===== config.mk =====
export PLATFORM = sky130hd
export DESIGN_NAME = ov7670_stream_gen
export DESIGN_NICKNAME = d
export VERILOG_FILES = /design/src/rtl/ov7670_pkg.sv /design/src/rtl/ov7670_stream_gen_pixel_gen.sv /design/src/rtl/ov7670_stream_gen.sv
export SDC_FILE = /design/constraint.sdc
export NUM_CORES = 1
export LEC_CHECK = 0
export BUFFER_PORTS_ARGS = -buffer_cell sky130_fd_sc_hd__clkbuf_2
export CORE_ASPECT_RATIO = 0.75
export CORE_MARGIN = 2
export CORE_UTILIZATION = 45
export CTS_CLUSTER_DIAMETER = 80
export DETAILED_ROUTE_END_ITERATION = 12
export GPL_TIMING_DRIVEN = 0
export HOLD_SLACK_MARGIN = 0.03
export PLACE_DENSITY = 0.65
export SLEW_MARGIN = 20
export SYNTH_ARGS = -nofsm -noshare
export SYNTH_HDL_FRONTEND = slang
export SYNTH_HIERARCHICAL = 1
export SYNTH_SLANG_ARGS = --single-unit

===== constraint.sdc =====
create_clock -name pclk_12 -period 4.4 [get_ports pclk_12]
set_clock_uncertainty 0.15 [all_clocks]
set_input_delay 0.88 -clock pclk_12 [delete_from_list [all_inputs] [get_ports pclk_12]]
set_output_delay 0.88 -clock pclk_12 [all_outputs]
set_load 0.02 [all_outputs]

===== src/rtl/ov7670_pkg.sv =====
// Shared types and constants for the OV7670 DVP stream generator.
// Holds FSM state encodings, pattern mode codes and the colour-bar palette.
package ov7670_pkg;

    typedef logic [2:0] state_t;

    localparam state_t ST_IDLE   = 3'd0;
    localparam state_t ST_VSYNC  = 3'd1;
    localparam state_t ST_VBACK  = 3'd2;
    localparam state_t ST_ACTIVE = 3'd3;
    localparam state_t ST_VFRONT = 3'd4;

    localparam logic [1:0] MODE_BARS  = 2'd0;
    localparam logic [1:0] MODE_RAMP  = 2'd1;
    localparam logic [1:0] MODE_CHECK = 2'd2;
    localparam logic [1:0] MODE_SOLID = 2'd3;

    localparam logic [15:0] BAR_WHITE   = 16'hFFFF;
    localparam logic [15:0] BAR_YELLOW  = 16'hFFE0;
    localparam logic [15:0] BAR_CYAN    = 16'h07FF;
    localparam logic [15:0] BAR_GREEN   = 16'h07E0;
    localparam logic [15:0] BAR_MAGENTA = 16'hF81F;
    localparam logic [15:0] BAR_RED     = 16'hF800;
    localparam logic [15:0] BAR_BLUE    = 16'h001F;
    localparam logic [15:0] BAR_BLACK   = 16'h0000;

    function automatic logic [15:0] bar_colour(input logic [2:0] idx);
        logic [15:0] c;
        case (idx)
            3'd0:    c = BAR_WHITE;
            3'd1:    c = BAR_YELLOW;
            3'd2:    c = BAR_CYAN;
            3'd3:    c = BAR_GREEN;
            3'd4:    c = BAR_MAGENTA;
            3'd5:    c = BAR_RED;
            3'd6:    c = BAR_BLUE;
            default: c = BAR_BLACK;
        endcase
        return c;
    endfunction

endpackage


===== src/rtl/ov7670_stream_gen_pixel_gen.sv =====
// Combinational test-pattern source: (x, y, mode, solid_rgb) -> RGB565 pixel.
// Ports: x[8:0] pixel column, y_hi[5:0] = y[7:2], mode[1:0], solid_rgb[15:0], pix[15:0].
module ov7670_pixel_gen
    import ov7670_pkg::*;
#(
    parameter int H_ACTIVE = 320
) (
    input  logic [8:0]  x,
    input  logic [5:0]  y_hi,
    input  logic [1:0]  mode,
    input  logic [15:0] solid_rgb,
    output logic [15:0] pix
);

    localparam int BAR_W = H_ACTIVE / 8;

    logic [2:0] bar_idx;

    always_comb begin
        // Threshold chain instead of a divider for the bar index.
        bar_idx = 3'd0;
        for (int i = 1; i < 8; i++) begin
            if (x >= 9'(i * BAR_W)) bar_idx = 3'(i);
        end

        pix = 16'h0000;
        unique case (mode)
            MODE_BARS:  pix = bar_colour(bar_idx);
            MODE_RAMP:  pix = {x[8:4], y_hi, x[4:0]};
            MODE_CHECK: pix = (x[4] ^ y_hi[2]) ? 16'h0000 : 16'hFFFF;
            MODE_SOLID: pix = solid_rgb;
        endcase
    end

endmodule


===== src/rtl/ov7670_stream_gen.sv =====
// OV7670 DVP transmitter: emits vsync/href/d frames of a test pattern on pclk_12.
// Ports: pclk_12, reset_n (sync, active low), enable, mode, solid_rgb -> vsync, href, d, busy, frame_done.
module ov7670_stream_gen
    import ov7670_pkg::*;
#(
    parameter int H_ACTIVE = 320,
    parameter int H_BLANK  = 144,
    parameter int V_SYNC   = 3,
    parameter int V_BACK   = 17,
    parameter int V_ACTIVE = 240,
    parameter int V_FRONT  = 10
) (
    input  logic        pclk_12,
    input  logic        reset_n,
    input  logic        enable,
    input  logic [1:0]  mode,
    input  logic [15:0] solid_rgb,
    output logic        vsync,
    output logic        href,
    output logic [7:0]  d,
    output logic        busy,
    output logic        frame_done
);

    localparam int LINE_LEN = 2 * H_ACTIVE + H_BLANK;
    localparam int HW = $clog2(LINE_LEN);
    localparam int V_M1 = (V_SYNC > V_BACK) ? V_SYNC : V_BACK;
    localparam int V_M2 = (V_ACTIVE > V_FRONT) ? V_ACTIVE : V_FRONT;
    localparam int V_MAX = (V_M1 > V_M2) ? V_M1 : V_M2;
    localparam int VW = (V_MAX > 1) ? $clog2(V_MAX) : 1;

    localparam logic [HW-1:0] H_LAST = HW'(LINE_LEN - 1);
    localparam logic [HW-1:0] H_HREF = HW'(2 * H_ACTIVE);
    localparam logic [VW-1:0] VF_LAST = VW'(V_FRONT - 1);

    state_t        state_q, state_d;
    logic [HW-1:0] h_cnt_q, h_cnt_d;
    logic [VW-1:0] v_cnt_q, v_cnt_d;
    logic [1:0]    mode_q, mode_d;
    logic [15:0]   solid_q, solid_d;
    logic          vsync_q, vsync_d;
    logic          href_q, href_d;
    logic [7:0]    d_q, d_d;
    logic          busy_q, busy_d;
    logic          frame_done_q, frame_done_d;

    logic [VW-1:0] v_last;
    logic          h_end;
    logic          v_end;
    logic [8:0]    pix_x;
    logic [5:0]    pix_y_hi;
    logic [15:0]   pix;

    always_comb begin
        state_d = state_q;
        h_cnt_d = h_cnt_q;
        v_cnt_d = v_cnt_q;
        mode_d  = mode_q;
        solid_d = solid_q;

        case (state_q)
            ST_VSYNC:  v_last = VW'(V_SYNC - 1);
            ST_VBACK:  v_last = VW'(V_BACK - 1);
            ST_ACTIVE: v_last = VW'(V_ACTIVE - 1);
            ST_VFRONT: v_last = VF_LAST;
            default:   v_last = '0;
        endcase

        h_end = (h_cnt_q == H_LAST);
        v_end = (v_cnt_q == v_last);

        if (state_q == ST_IDLE) begin
            if (enable) begin
                state_d = ST_VSYNC;
                h_cnt_d = '0;
                v_cnt_d = '0;
            end
        end else begin
            h_cnt_d = h_end ? '0 : h_cnt_q + 1'b1;
            if (h_end) begin
                v_cnt_d = v_end ? '0 : v_cnt_q + 1'b1;
                if (v_end) begin
                    case (state_q)
                        ST_VSYNC:  state_d = ST_VBACK;
                        ST_VBACK:  state_d = ST_ACTIVE;
                        ST_ACTIVE: state_d = ST_VFRONT;
                        ST_VFRONT: state_d = enable ? ST_VSYNC : ST_IDLE;
                        default:   state_d = ST_IDLE;
                    endcase
                end
            end
        end

        // Pattern settings are frozen for the whole frame.
        if (state_d == ST_VSYNC && state_q != ST_VSYNC) begin
            mode_d  = mode;
            solid_d = solid_rgb;
        end
    end

    // Outputs are computed from next-state values so the registered
    // outputs line up with the state/counters they describe.
    assign pix_x    = 9'(h_cnt_d >> 1);
    assign pix_y_hi = 6'(v_cnt_d >> 2);

    ov7670_pixel_gen #(
        .H_ACTIVE (H_ACTIVE)
    ) u_pixel_gen (
        .x         (pix_x),
        .y_hi      (pix_y_hi),
        .mode      (mode_q),
        .solid_rgb (solid_q),
        .pix       (pix)
    );

    always_comb begin
        vsync_d      = (state_d == ST_VSYNC);
        href_d       = (state_d == ST_ACTIVE) && (h_cnt_d < H_HREF);
        d_d          = 8'h00;
        if (href_d) d_d = h_cnt_d[0] ? pix[7:0] : pix[15:8];
        busy_d       = (state_d != ST_IDLE);
        frame_done_d = (state_d == ST_VFRONT) && (h_cnt_d == H_LAST)
                       && (v_cnt_d == VF_LAST);
    end

    always_ff @(posedge pclk_12) begin
        if (!reset_n) begin
            state_q      <= ST_IDLE;
            h_cnt_q      <= '0;
            v_cnt_q      <= '0;
            mode_q       <= '0;
            solid_q      <= '0;
            vsync_q      <= 1'b0;
            href_q       <= 1'b0;
            d_q          <= 8'h00;
            busy_q       <= 1'b0;
            frame_done_q <= 1'b0;
        end else begin
            state_q      <= state_d;
            h_cnt_q      <= h_cnt_d;
            v_cnt_q      <= v_cnt_d;
            mode_q       <= mode_d;
            solid_q      <= solid_d;
            vsync_q      <= vsync_d;
            href_q       <= href_d;
            d_q          <= d_d;
            busy_q       <= busy_d;
            frame_done_q <= frame_done_d;
        end
    end

    assign vsync      = vsync_q;
    assign href       = href_q;
    assign d          = d_q;
    assign busy       = busy_q;
    assign frame_done = frame_done_q;

endmodule


### Word-level counts from Yosys, hierarchy flattened

Cells that the tools add are included.

* bits in registers: 51
* input port bits: 21
* output and inout bits: 12

* add/sub/neg operators: 2
* magnitude comparators: 8
* equal/unequal tests: 21
* muxes and demuxes: 25
* bitwise gates (word level): 1
* reduce and logical (&&, ||, !) cells: 9

Operators with widths (count)
* case mux 16 bit (7 select lines): 1
* case mux 16 bit (4 select lines): 1
* 2-to-1 mux 8 bit: 5
* case mux 8 bit (4 select lines): 1
* 2-to-1 mux 10 bit: 3
* >= comparator 9 x 8 -> 1 bit (second input constant): 3
* 2-to-1 mux 3 bit: 8
* == test 10 bit (second input constant): 2
* >= comparator 9 x 7 -> 1 bit (second input constant): 2
* 2-to-1 mux 16 bit: 1
* == test 3 x 2 -> 1 bit (second input constant): 5
* == test 3 bit (second input constant): 5
* case mux 3 bit (4 select lines): 1
* adder 10 x 1 -> 10 bit (second input constant): 1
* less-than comparator 10 bit (second input constant): 1
* == test 3 x 1 -> 1 bit (second input constant): 3
* >= comparator 9 x 6 -> 1 bit (second input constant): 1
* >= comparator 9 bit (second input constant): 1
* adder 8 x 1 -> 8 bit (second input constant): 1
* == test 8 x 4 -> 1 bit (second input constant): 1
* == test 8 bit: 1
* logical NOT 3 bit: 2
* == test 2 bit (second input constant): 2
* logical AND 1 bit: 4
* 8 further kinds: 10

### Longest topological paths before layout

Gate-level depths: netlist of run 1.

* word-level depth: 15
* depth in mapped cells: 15
* mapped depth without buffers: 13

### Hierarchy

The synthesis of run 1 kept the hierarchy.

By module, submodules not included
* ov7670_stream_gen: times used 1, cells each 288, area an instance 2636.3 sq um, sequential area each 1021.0 sq um
* ov7670_pixel_gen: times used 1, cells each 82, area an instance 521.8 sq um, sequential area each 0.0 sq um

### Worst setup path before layout of run 1

OpenSTA, ideal clock, no wires.

* path kind: input -> register
* start: in enable
* end: reg d_q[4] (netlist: d[4])
* library setup time: 0.115 ns
* data arrival time: 2.683 ns
* path slack: 1.452 ns
* stages on the path: 10
* path through: or4_1 -> clkbuf_1 -> a31oi_1 -> nand2b_1 -> a22oi_1 -> o32ai_1 -> o21ai_2 -> nand3_1 -> mux2i_1 -> nor2_2

* cells in the longest elaborated chain, start to end: 14
* elaborated cells between the ends (all ways): 40
* those cells by class: order compare: 8; eq/ne: 7; mux: 21; bitwise: 1; reduce/logical: 3

RTL lines
* start: declaration: RTL line ov7670_stream_gen.sv:15 `input logic enable,`
* 2-to-1 mux 10 bit *: RTL line ov7670_stream_gen.sv:73 `if (enable) begin`
* 2-to-1 mux 10 bit *: RTL line ov7670_stream_gen.sv:72 `if (state_q == ST_IDLE) begin`
* net h_cnt_d[7]: RTL line ov7670_stream_gen.sv:37 `logic [HW-1:0] h_cnt_q, h_cnt_d;`
* >= comparator 9 x 6 -> 1 bit: RTL line ov7670_stream_gen_pixel_gen.sv:23 `if (x >= 9'(i * BAR_W)) bar_idx = 3'(i);`
* 2-to-1 mux 1 bit: RTL line ov7670_stream_gen_pixel_gen.sv:23
* 2-to-1 mux 2 bit (2 in series): RTL line ov7670_stream_gen_pixel_gen.sv:23
* 2-to-1 mux 3 bit (3 in series): RTL line ov7670_stream_gen_pixel_gen.sv:23
* 2-to-1 mux 3 bit *: RTL line ov7670_stream_gen_pixel_gen.sv:23
* == test 3 bit (tied with other cells): RTL line ov7670_pkg.sv:29 `case (idx)`
* case mux 16 bit (7 select lines) *: RTL line ov7670_pkg.sv:29
* case mux 16 bit (4 select lines) *: RTL line ov7670_stream_gen_pixel_gen.sv:27 `unique case (mode)`
* net pix[4]: RTL line ov7670_stream_gen.sv:52 `logic [15:0] pix;`
* 2-to-1 mux 8 bit *: RTL line ov7670_stream_gen.sv:120 `if (href_d) d_d = h_cnt_d[0] ? pix[7:0] : pix[15:8];`
* end signal: assignment: RTL line ov7670_stream_gen.sv:135 `d_q <= 8'h00;`
* end signal: assignment: RTL line ov7670_stream_gen.sv:146 `d_q <= d_d;`
* end: declaration: RTL line ov7670_stream_gen.sv:43 `logic [7:0] d_q, d_d;`

Mark *: on every way through the listed nets, which the timed path passes. The rest lies on a longest branch.
A chain may end at the register's enable or synchronous reset.

### Worst setup path in the final report of run 1

* start: reg state_q[1]
* end: reg d_q[2] (netlist: d[2])

* elaborated cells between the ends (all ways): 46
* those cells by class: order compare: 8; eq/ne: 12; mux: 21; bitwise: 1; reduce/logical: 4

RTL lines
* start: declaration: RTL line ov7670_stream_gen.sv:36 `state_t state_q, state_d;`
* start signal: assignment: RTL line ov7670_stream_gen.sv:139 `state_q <= state_d;`
* == test 3 bit (tied with other cells): RTL line ov7670_stream_gen.sv:61 `case (state_q)`
* case mux 8 bit (4 select lines): RTL line ov7670_stream_gen.sv:61
* == test 8 bit: RTL line ov7670_stream_gen.sv:70 `v_end = (v_cnt_q == v_last);`
* 2-to-1 mux 8 bit: RTL line ov7670_stream_gen.sv:81 `v_cnt_d = v_end ? '0 : v_cnt_q + 1'b1;`
* 2-to-1 mux 8 bit: RTL line ov7670_stream_gen.sv:80 `if (h_end) begin`
* 2-to-1 mux 8 bit *: RTL line ov7670_stream_gen.sv:72
* net v_cnt_d[4]: RTL line ov7670_stream_gen.sv:38 `logic [VW-1:0] v_cnt_q, v_cnt_d;`
* bitwise XOR 1 bit *: RTL line ov7670_stream_gen_pixel_gen.sv:30 `MODE_CHECK: pix = (x[4] ^ y_hi[2]) ? 16'h0000 : 16'hFFFF;`
* 2-to-1 mux 16 bit *: RTL line ov7670_stream_gen_pixel_gen.sv:30
* case mux 16 bit (4 select lines) *: RTL line ov7670_stream_gen_pixel_gen.sv:27
* net pix[10]: RTL line ov7670_stream_gen.sv:52
* 2-to-1 mux 8 bit *: RTL line ov7670_stream_gen.sv:120

Marks and branches as above.

==> flow_summary.json, run 1 <==
{
  "outcome": "finished, final reports clean",
  "maxSlewHeadroom_pct": 40.6,
  "synth_largest_type_area_fraction_pct": 32.3,
  "clock.fmax_mhz": 278,
  "routed_wl_um": 7970,
  "cts_made_buffers": 5,
  "synthXorXnorAreaFrac_pct": 0.832,
  "synth.yosys.warnings": 6,
  "timing_hold_violations_final": 0,
  "mappedNetlistArea_um2": 3160,
  "design.portCount": 33,
  "antenna-diode-count": 0,
  "die_h_um": 76.6,
  "worst_pin_slew_ps": 887,
  "timing.hold.worst_path_depth": 2,
  "avgSynthCellArea_um2": 8.54,
  "cts_resized": 0,
  "worst_setup_path_end_kind": "flip-flop",
  "max_cap_violations": 0,
  "grt_usage_pct": 21.2,
  "drive_gt1_share_pct": 22.4,
  "finalNetCount": 432,
  "initial_utilization_pct": 46.4,
  "maxSlewViolCount": 0,
  "cts_tree": "done",
  "pin_count_of_the_biggest_net_entering_global_routing": 17,
  "globalRoute.totalOverflow": 0,
  "synth_edf_count": 0,
  "min-delay-path-class": "reg2reg",
  "placementRows": 26,
  "largest_buffer_count_on_any_clock_path": 2,
  "netlist.top_cell.by_area": "sky130_fd_sc_hd__dfxtp_1",
  "via_per_inst": 5.79,
  "worstPathArrival_ps": 3650,
  "timing.critical_path.fanout_max": 7,
  "placeableCoreArea_um2": 6800,
  "area.sequential_um2": 1020,
  "io_buffer_count": 32,
  "combinational_family_with_the_most_area_after_synthesis": "simple AND/OR/NAND/NOR gates",
  "setup-tns-final_ps": 0,
  "wl_per_cell_um": 16.1,
  "critPathRequiredTime_ps": 4460,
  "vdd_ir_drop_max_mv": 0.135,
  "number_of_antenna_violations_at_the_first_check_in_global_routing": 0,
  "synth_fp_nets": 393,
  "antenna_left": 0,
  "dr.pass1.iters": 5,
  "setup_repair_after_global_routing_missed_its_margin": "false",
  "num-fill-cells": 665,
  "cts.htree.levels": 2,
  "die_area_um2": 7710,
  "final_worst_path_period_need_ps": 3590,
  "synth.top_cells.by_area": "sky130_fd_sc_hd__dfxtp_1, sky130_fd_sc_hd__mux2i_1, sky130_fd_sc_hd__nor2b_1",
  "synth_cell_types": 61,
  "final-setup-viol-count": 0,
  "syn-instance-count": 370,
  "leakage_nw": 1.47,
  "synthMuxAreaShare_pct": 14.7,
  "first_global_vias": 2573,
  "dp_hpwl_um": 5940,
  "synth.ff_latch_count": 51,
  "grt_first_pass_wirelength_um": 13000,
  "synth-compound-area-share_pct": 16.5,
  "worst-r2r-cell-count": 12,
  "place_congestion": 0.899,
  "clock-root-buffer": "sky130_fd_sc_hd__clkbuf_8",
  "synthAdderAreaFrac_pct": 0.792,
  "power_density_nw_per_um2": 276,
  "syn2layout_area_growth_pct": 12.1,
  "clock_transition_at_the_registers_of_the_reported_paths_ps": 100,
  "multiInputGateArea_um2": 1980,
  "synth-async-reset-ratio_pct": 0,
  "clock-sinks": 51,
  "drt_first_iter_violations": 162,
  "yosysSeqAreaShare_pct": 32.3,
  "cts_setup_buffers": 0,
  "final_core_utilization_pct": 52.1,
  "synth-simple-area-share_pct": 29.8,
  "min_period_over_period_pct": 81.7,
  "timing.critical_path.from_type": "flip-flop",
  "via_count": 2862,
  "clk-insertion-delay-late_ps": 300,
  "ys_dominant_reg_cell": "sky130_fd_sc_hd__dfxtp_1",
  "setup.worst_path.class": "reg2reg",
  "dieWidth_um": 101,
  "post_cts_hold_buffer_count": 0,
  "drt_drc_violations_left": 0
}
## critical path: stages, from the launching register on
cell	delay [ps]
sky130_fd_sc_hd__dfxtp_1	460
sky130_fd_sc_hd__nor2_1	150
sky130_fd_sc_hd__a221oi_1	340
sky130_fd_sc_hd__o22ai_2	210
sky130_fd_sc_hd__a21oi_2	330
sky130_fd_sc_hd__a21oi_1	120
sky130_fd_sc_hd__o21ai_1	610
sky130_fd_sc_hd__xor2_1	240
sky130_fd_sc_hd__nor3b_2	110
sky130_fd_sc_hd__a21oi_1	370
sky130_fd_sc_hd__nand2_1	170
sky130_fd_sc_hd__mux2i_1	190
sky130_fd_sc_hd__nor2_2	40
## power by group
group	switching, mW	total [mW]	leakage, nW	internal (mW)
registers	0.0108	0.487	0.415	0.477
clock network	0.165	0.335	0.0581	0.170
logic	0.0902	0.155	1.00	0.0652
total	0.266	0.977	1.47	0.711
## cell families after synthesis
kind of cell	Yosys count
AOI/OAI and AO/OA	76
muxes	44
buffers and inverters	31
xor gates and xnor gates	3
DFF	51
and+or+nand+nor	163
adders and majority gates	2
## registers in the layout, summed over array words and instances (netlist names)
signal,cells
solid_q,16
mode_q,2
v_cnt_q,8
vsync,1
h_cnt_q,10
href,1
d,8
busy,1
state_q,3
frame_done,1
## cells in the mapped netlist (all sizes together) (8+ instances only)
cell type  number
mux2i          29
nor2           23
nand4           8
nand2          39
a31oi           9
nor2b          27
and2           20
o21ai          22
dfxtp          51
a21oi          16
nand3          11
mux2           15
inv            11
buf            12
clkbuf          8
## stage by stage
stage,instances,worst slack [ps],instance area (um2),hold WS [ps],power (mW)
6_report,494,806,3540,382,0.977
2_1_floorplan,370,1450,3160,330,0.608
3_5_place_dp,486,730,3420,359,0.651
4_1_cts,494,861,3540,388,0.983
5_1_grt,494,550,3540,411,1.02
3_3_place_gp,486,783,3420,343,0.649
## final timing paths
path,end,from,slack (ps)
max,d[2],state_q[1],810
max reg2reg,d[2],state_q[1],810
min,solid_q[7],solid_q[7],380
min reg2reg,solid_q[7],solid_q[7],380
## placed cells by master, fill, tap and decap left out, types with 11 or more instances in the layout
cell                        n
sky130_fd_sc_hd__nand3_1   11
sky130_fd_sc_hd__mux2_2    14
sky130_fd_sc_hd__and2_1    20
sky130_fd_sc_hd__mux2i_1   29
sky130_fd_sc_hd__nor2_1    14
sky130_fd_sc_hd__nand2_1   39
sky130_fd_sc_hd__a21oi_1   15
sky130_fd_sc_hd__clkbuf_2  32
sky130_fd_sc_hd__nor2b_1   27
sky130_fd_sc_hd__dfxtp_1   51
sky130_fd_sc_hd__o21ai_0   15
## cell type report
cell class	count	share of cell area (%)
Clock inverter	3	1.24
Inverter	11	1.17
Timing Repair Buffer	32	4.52
Clock buffer	5	1.94
Sequential cell	51	28.8
Multi-Input combinational cell	288	56.0
Tap cell	84	2.97
Buffer	20	3.32
## per-layer routing
layer  share of wire [%]  GRT usage, %  vias up
met5                   0             0        -
met3                 7.0          4.50       10
met2                  41          30.1      109
li1                    -             -     1397
met1                  50          32.5     1346
met4                 1.2          5.07        0
No activity file was read; power rests on OpenSTA's default activity.
==> run 2, diff against run 1 <==
--- a/config.mk
+++ b/config.mk
@@ -5,6 +5,7 @@
 export SDC_FILE = /design/constraint.sdc
 export NUM_CORES = 1
 export LEC_CHECK = 0
+export ABC_AREA = 1
 export BUFFER_PORTS_ARGS = -buffer_cell sky130_fd_sc_hd__clkbuf_2
 export CORE_ASPECT_RATIO = 0.75
 export CORE_MARGIN = 2
==> constraint.sdc (replaced) <==
create_clock -name pclk_12 -period 3.4 [get_ports pclk_12]
set_clock_uncertainty 0.15 [all_clocks]
set_input_delay 0.68 -clock pclk_12 [delete_from_list [all_inputs] [get_ports pclk_12]]
set_output_delay 0.68 -clock pclk_12 [all_outputs]
set_load 0.02 [all_outputs]
==> run 2 against run 1 <==
Compared with the run above: design area is 0.92% lower; utilization is 0.23 points lower; worst setup slack worse by 500 ps; fmax is 16% higher; synthesized cell count is 37% higher; first-iteration DRC count is 35% higher; flip-flop and latch count stayed put; final cell count is 29% higher; via count is 11% higher; non-clock buffer count is 3 lower; critical endpoint is now d[3]; largest cell class unchanged; largest power group unchanged.
==> flow_summary.json, run 2 <==
{
  "synth_top_cells_by_count": "sky130_fd_sc_hd__nand2_1, sky130_fd_sc_hd__nor2_1, sky130_fd_sc_hd__inv_1",
  "timing.critical_path.from_type": "flip-flop",
  "antenna_left": 0,
  "leading_cell_type_in_the_layout_fill_and_taps_excluded": "sky130_fd_sc_hd__nand2_1",
  "grt_usage_pct": 22.3,
  "worst_pin_slew_ps": 672,
  "die_h_um": 76.1,
  "synth-simple-area-share_pct": 42.2,
  "power_density_nw_per_um2": 372,
  "synth_most_common_cell": "sky130_fd_sc_hd__nand2_1",
  "number_of_antenna_violations_at_the_first_check_in_global_routing": 0,
  "synth-async-reset-ratio_pct": 0,
  "largest_reg_flops": 16,
  "mappedNetlistArea_um2": 3120,
  "via_count": 3184,
  "synth_fp_nets": 531,
  "grt_first_pass_wirelength_um": 13700,
  "clock-sinks": 51,
  "design.portCount": 33,
  "dp_hpwl_um": 6150,
  "synthMuxAreaShare_pct": 0,
  "synth-compound-area-share_pct": 11.1,
  "setup-tns-final_ps": 0,
  "via_per_inst": 5.01,
  "wl_per_cell_um": 12.6,
  "setup_repair_after_global_routing_missed_its_margin": "false",
  "layout.cells.most_common_list": "sky130_fd_sc_hd__nand2_1, sky130_fd_sc_hd__nor2_1, sky130_fd_sc_hd__inv_1",
  "placementRows": 26,
  "post_cts_hold_buffer_count": 0,
  "routed_wl_um": 8010,
  "synth_cell_types": 37,
  "final_worst_path_period_need_ps": 3090,
  "outcome": "finished, final reports clean",
  "vdd_ir_drop_max_mv": 0.203,
  "clk-insertion-delay-late_ps": 310,
  "num-fill-cells": 724,
  "place_congestion": 0.921,
  "synth.yosys.warnings": 6,
  "clock-root-buffer": "sky130_fd_sc_hd__clkbuf_8",
  "timing.critical_path.fanout_max": 10,
  "largest_buffer_count_on_any_clock_path": 2,
  "io_buffer_count": 32,
  "critPathRequiredTime_ps": 3490,
  "synthAdderAreaFrac_pct": 0.801,
  "synth.ff_latch_count": 51,
  "regMostFlops": "solid_q",
  "cts_made_buffers": 5,
  "synthXorXnorAreaFrac_pct": 1.40,
  "maxSlewViolCount": 0,
  "ys_dominant_reg_cell": "sky130_fd_sc_hd__dfxtp_1",
  "finalNetCount": 574,
  "antenna-diode-count": 0,
  "clock_transition_at_the_registers_of_the_reported_paths_ps": 100,
  "max_cap_violations": 0,
  "detailedPlace.worstSlack_ps": 229,
  "syn2layout_area_growth_pct": 12.3,
  "worst_setup_path_end_kind": "flip-flop",
  "drive_gt1_share_pct": 15.6,
  "min-delay-path-class": "reg2reg",
  "first_global_vias": 2853,
  "maxSlewHeadroom_pct": 54.8,
  "dieWidth_um": 100,
  "netlist.top_cell.by_area": "sky130_fd_sc_hd__dfxtp_1",
  "drt_first_iter_violations": 219,
  "clock.fmax_mhz": 323,
  "timing_hold_violations_final": 0,
  "placeableCoreArea_um2": 6770,
  "combinational_family_with_the_most_area_after_synthesis": "simple AND/OR/NAND/NOR gates",
  "dr.pass1.iters": 5,
  "globalRoute.totalOverflow": 0,
  "yosysSeqAreaShare_pct": 32.7,
  "avgSynthCellArea_um2": 6.15,
  "synth_largest_type_area_fraction_pct": 32.7,
  "drt_drc_violations_left": 0,
  "setup.worst_path.class": "reg2reg",
  "synth_edf_count": 0,
  "initial_utilization_pct": 46.2,
  "worstPathArrival_ps": 3180,
  "die_area_um2": 7630,
  "cts_tree": "done",
  "syn-instance-count": 508,
  "min_period_over_period_pct": 91.0,
  "cts.htree.levels": 2,
  "top_regs": "solid_q x16, h_cnt_q x10",
  "final-setup-viol-count": 0,
  "p_total_mw": 1.31,
  "leakage_nw": 1.70,
  "synth.top_cells.by_area": "sky130_fd_sc_hd__dfxtp_1, sky130_fd_sc_hd__nand2_1, sky130_fd_sc_hd__nor2_1",
  "timing.reg2reg.setup_slack_ps": 310,
  "final.setup.worst_slack_ps": 307,
  "pin_count_of_the_biggest_net_entering_global_routing": 16
}
-- run 2: cell types whose count changed after synthesis, moves of 9 or more --
cell,previous run,this run
sky130_fd_sc_hd__nor2_1,14,87
sky130_fd_sc_hd__mux2i_1,29,0
sky130_fd_sc_hd__nand4_1,8,20
sky130_fd_sc_hd__and2_1,20,1
sky130_fd_sc_hd__nand3_1,11,22
sky130_fd_sc_hd__a31oi_1,9,0
sky130_fd_sc_hd__mux2_2,14,0
sky130_fd_sc_hd__nor2b_1,27,0
sky130_fd_sc_hd__inv_1,10,69
sky130_fd_sc_hd__nand2_1,39,153
-- run 2: layout make-up --
type / instances / area, um2 / area share (%)
Tap cell: 84 / 105 / 3.00
Inverter: 78 / 297 / 8.45
Clock buffer: 6 / 72.6 / 2.07
Sequential cell: 51 / 1020 / 29.1
Buffer: 13 / 77.6 / 2.21
Multi-Input combinational cell: 366 / 1730 / 49.4
Timing Repair Buffer: 36 / 190 / 5.42
Clock inverter: 2 / 12.5 / 0.357
-- run 2: logic make-up after synthesis --
| logic type | after synthesis |
|---|---|
| xor gates and xnor gates | 5 |
| adders and majority gates | 2 |
| AOI/OAI and AO/OA | 56 |
| and+or+nand+nor | 303 |
| DFF | 51 |
| buffers and inverters | 91 |
-- run 2: worst max-delay path, cell delays in order, from the launching register on --
cell                        delay [ps]
sky130_fd_sc_hd__dfxtp_1           310
sky130_fd_sc_hd__buf_2             160
sky130_fd_sc_hd__nor2_1            170
sky130_fd_sc_hd__nand2_2           180
sky130_fd_sc_hd__inv_2             170
sky130_fd_sc_hd__nand2_1            80
sky130_fd_sc_hd__buf_2             190
sky130_fd_sc_hd__o21ai_0           560
sky130_fd_sc_hd__inv_1             200
sky130_fd_sc_hd__nand2_1           120
sky130_fd_sc_hd__nand2_1           110
sky130_fd_sc_hd__o21ai_0           140
sky130_fd_sc_hd__nand3_2           160
sky130_fd_sc_hd__o2111ai_1         110
sky130_fd_sc_hd__nand2_1            90
sky130_fd_sc_hd__a21oi_2           150
-- run 2: where the power goes --
part           internal, mW  leakage [nW]  switching [mW]
registers             0.632         0.417          0.0234
logic                0.0996          1.24           0.194
clock network         0.145        0.0412           0.212
total                 0.876          1.70           0.429
-- run 2: path summary, 6_finish.rpt --
kind	end	depth (start not counted)	startpoint
worst max-delay path	d[3]	15	state_q[0]
worst max register to register	d[3]	15	state_q[0]
worst min register to register	solid_q[10]	4	solid_q[10]
worst min-delay path	solid_q[10]	4	solid_q[10]
-- run 2: metrics by stage --
stage | std cells | hold WS (ps) | area, um2 | util (%)
after floorplan | 508 | 339 | 3120 | -
after global placement | 624 | 354 | 3390 | 50.1
after detailed placement | 624 | 358 | 3390 | 50.1
after CTS | 632 | 374 | 3470 | 51.3
after global routing | 636 | 418 | 3510 | 51.8
final | 636 | 372 | 3510 | 51.8
-- run 2: layer usage --
| metal | part of all wire, % | global-route usage [%] |
|---|---|---|
| met1 | 53 | 35.2 |
| met2 | 40 | 32.0 |
| met3 | 6.2 | 3.12 |
| met4 | 0.45 | 4.11 |
| met5 | 0 | 0 |
-- run 2: repair_timing --
item / 4_1_cts / 5_1_grt
setup buffers: 0 / 4
endpoints found under the setup margin: 0 / 8
resized for setup: 0 / 3
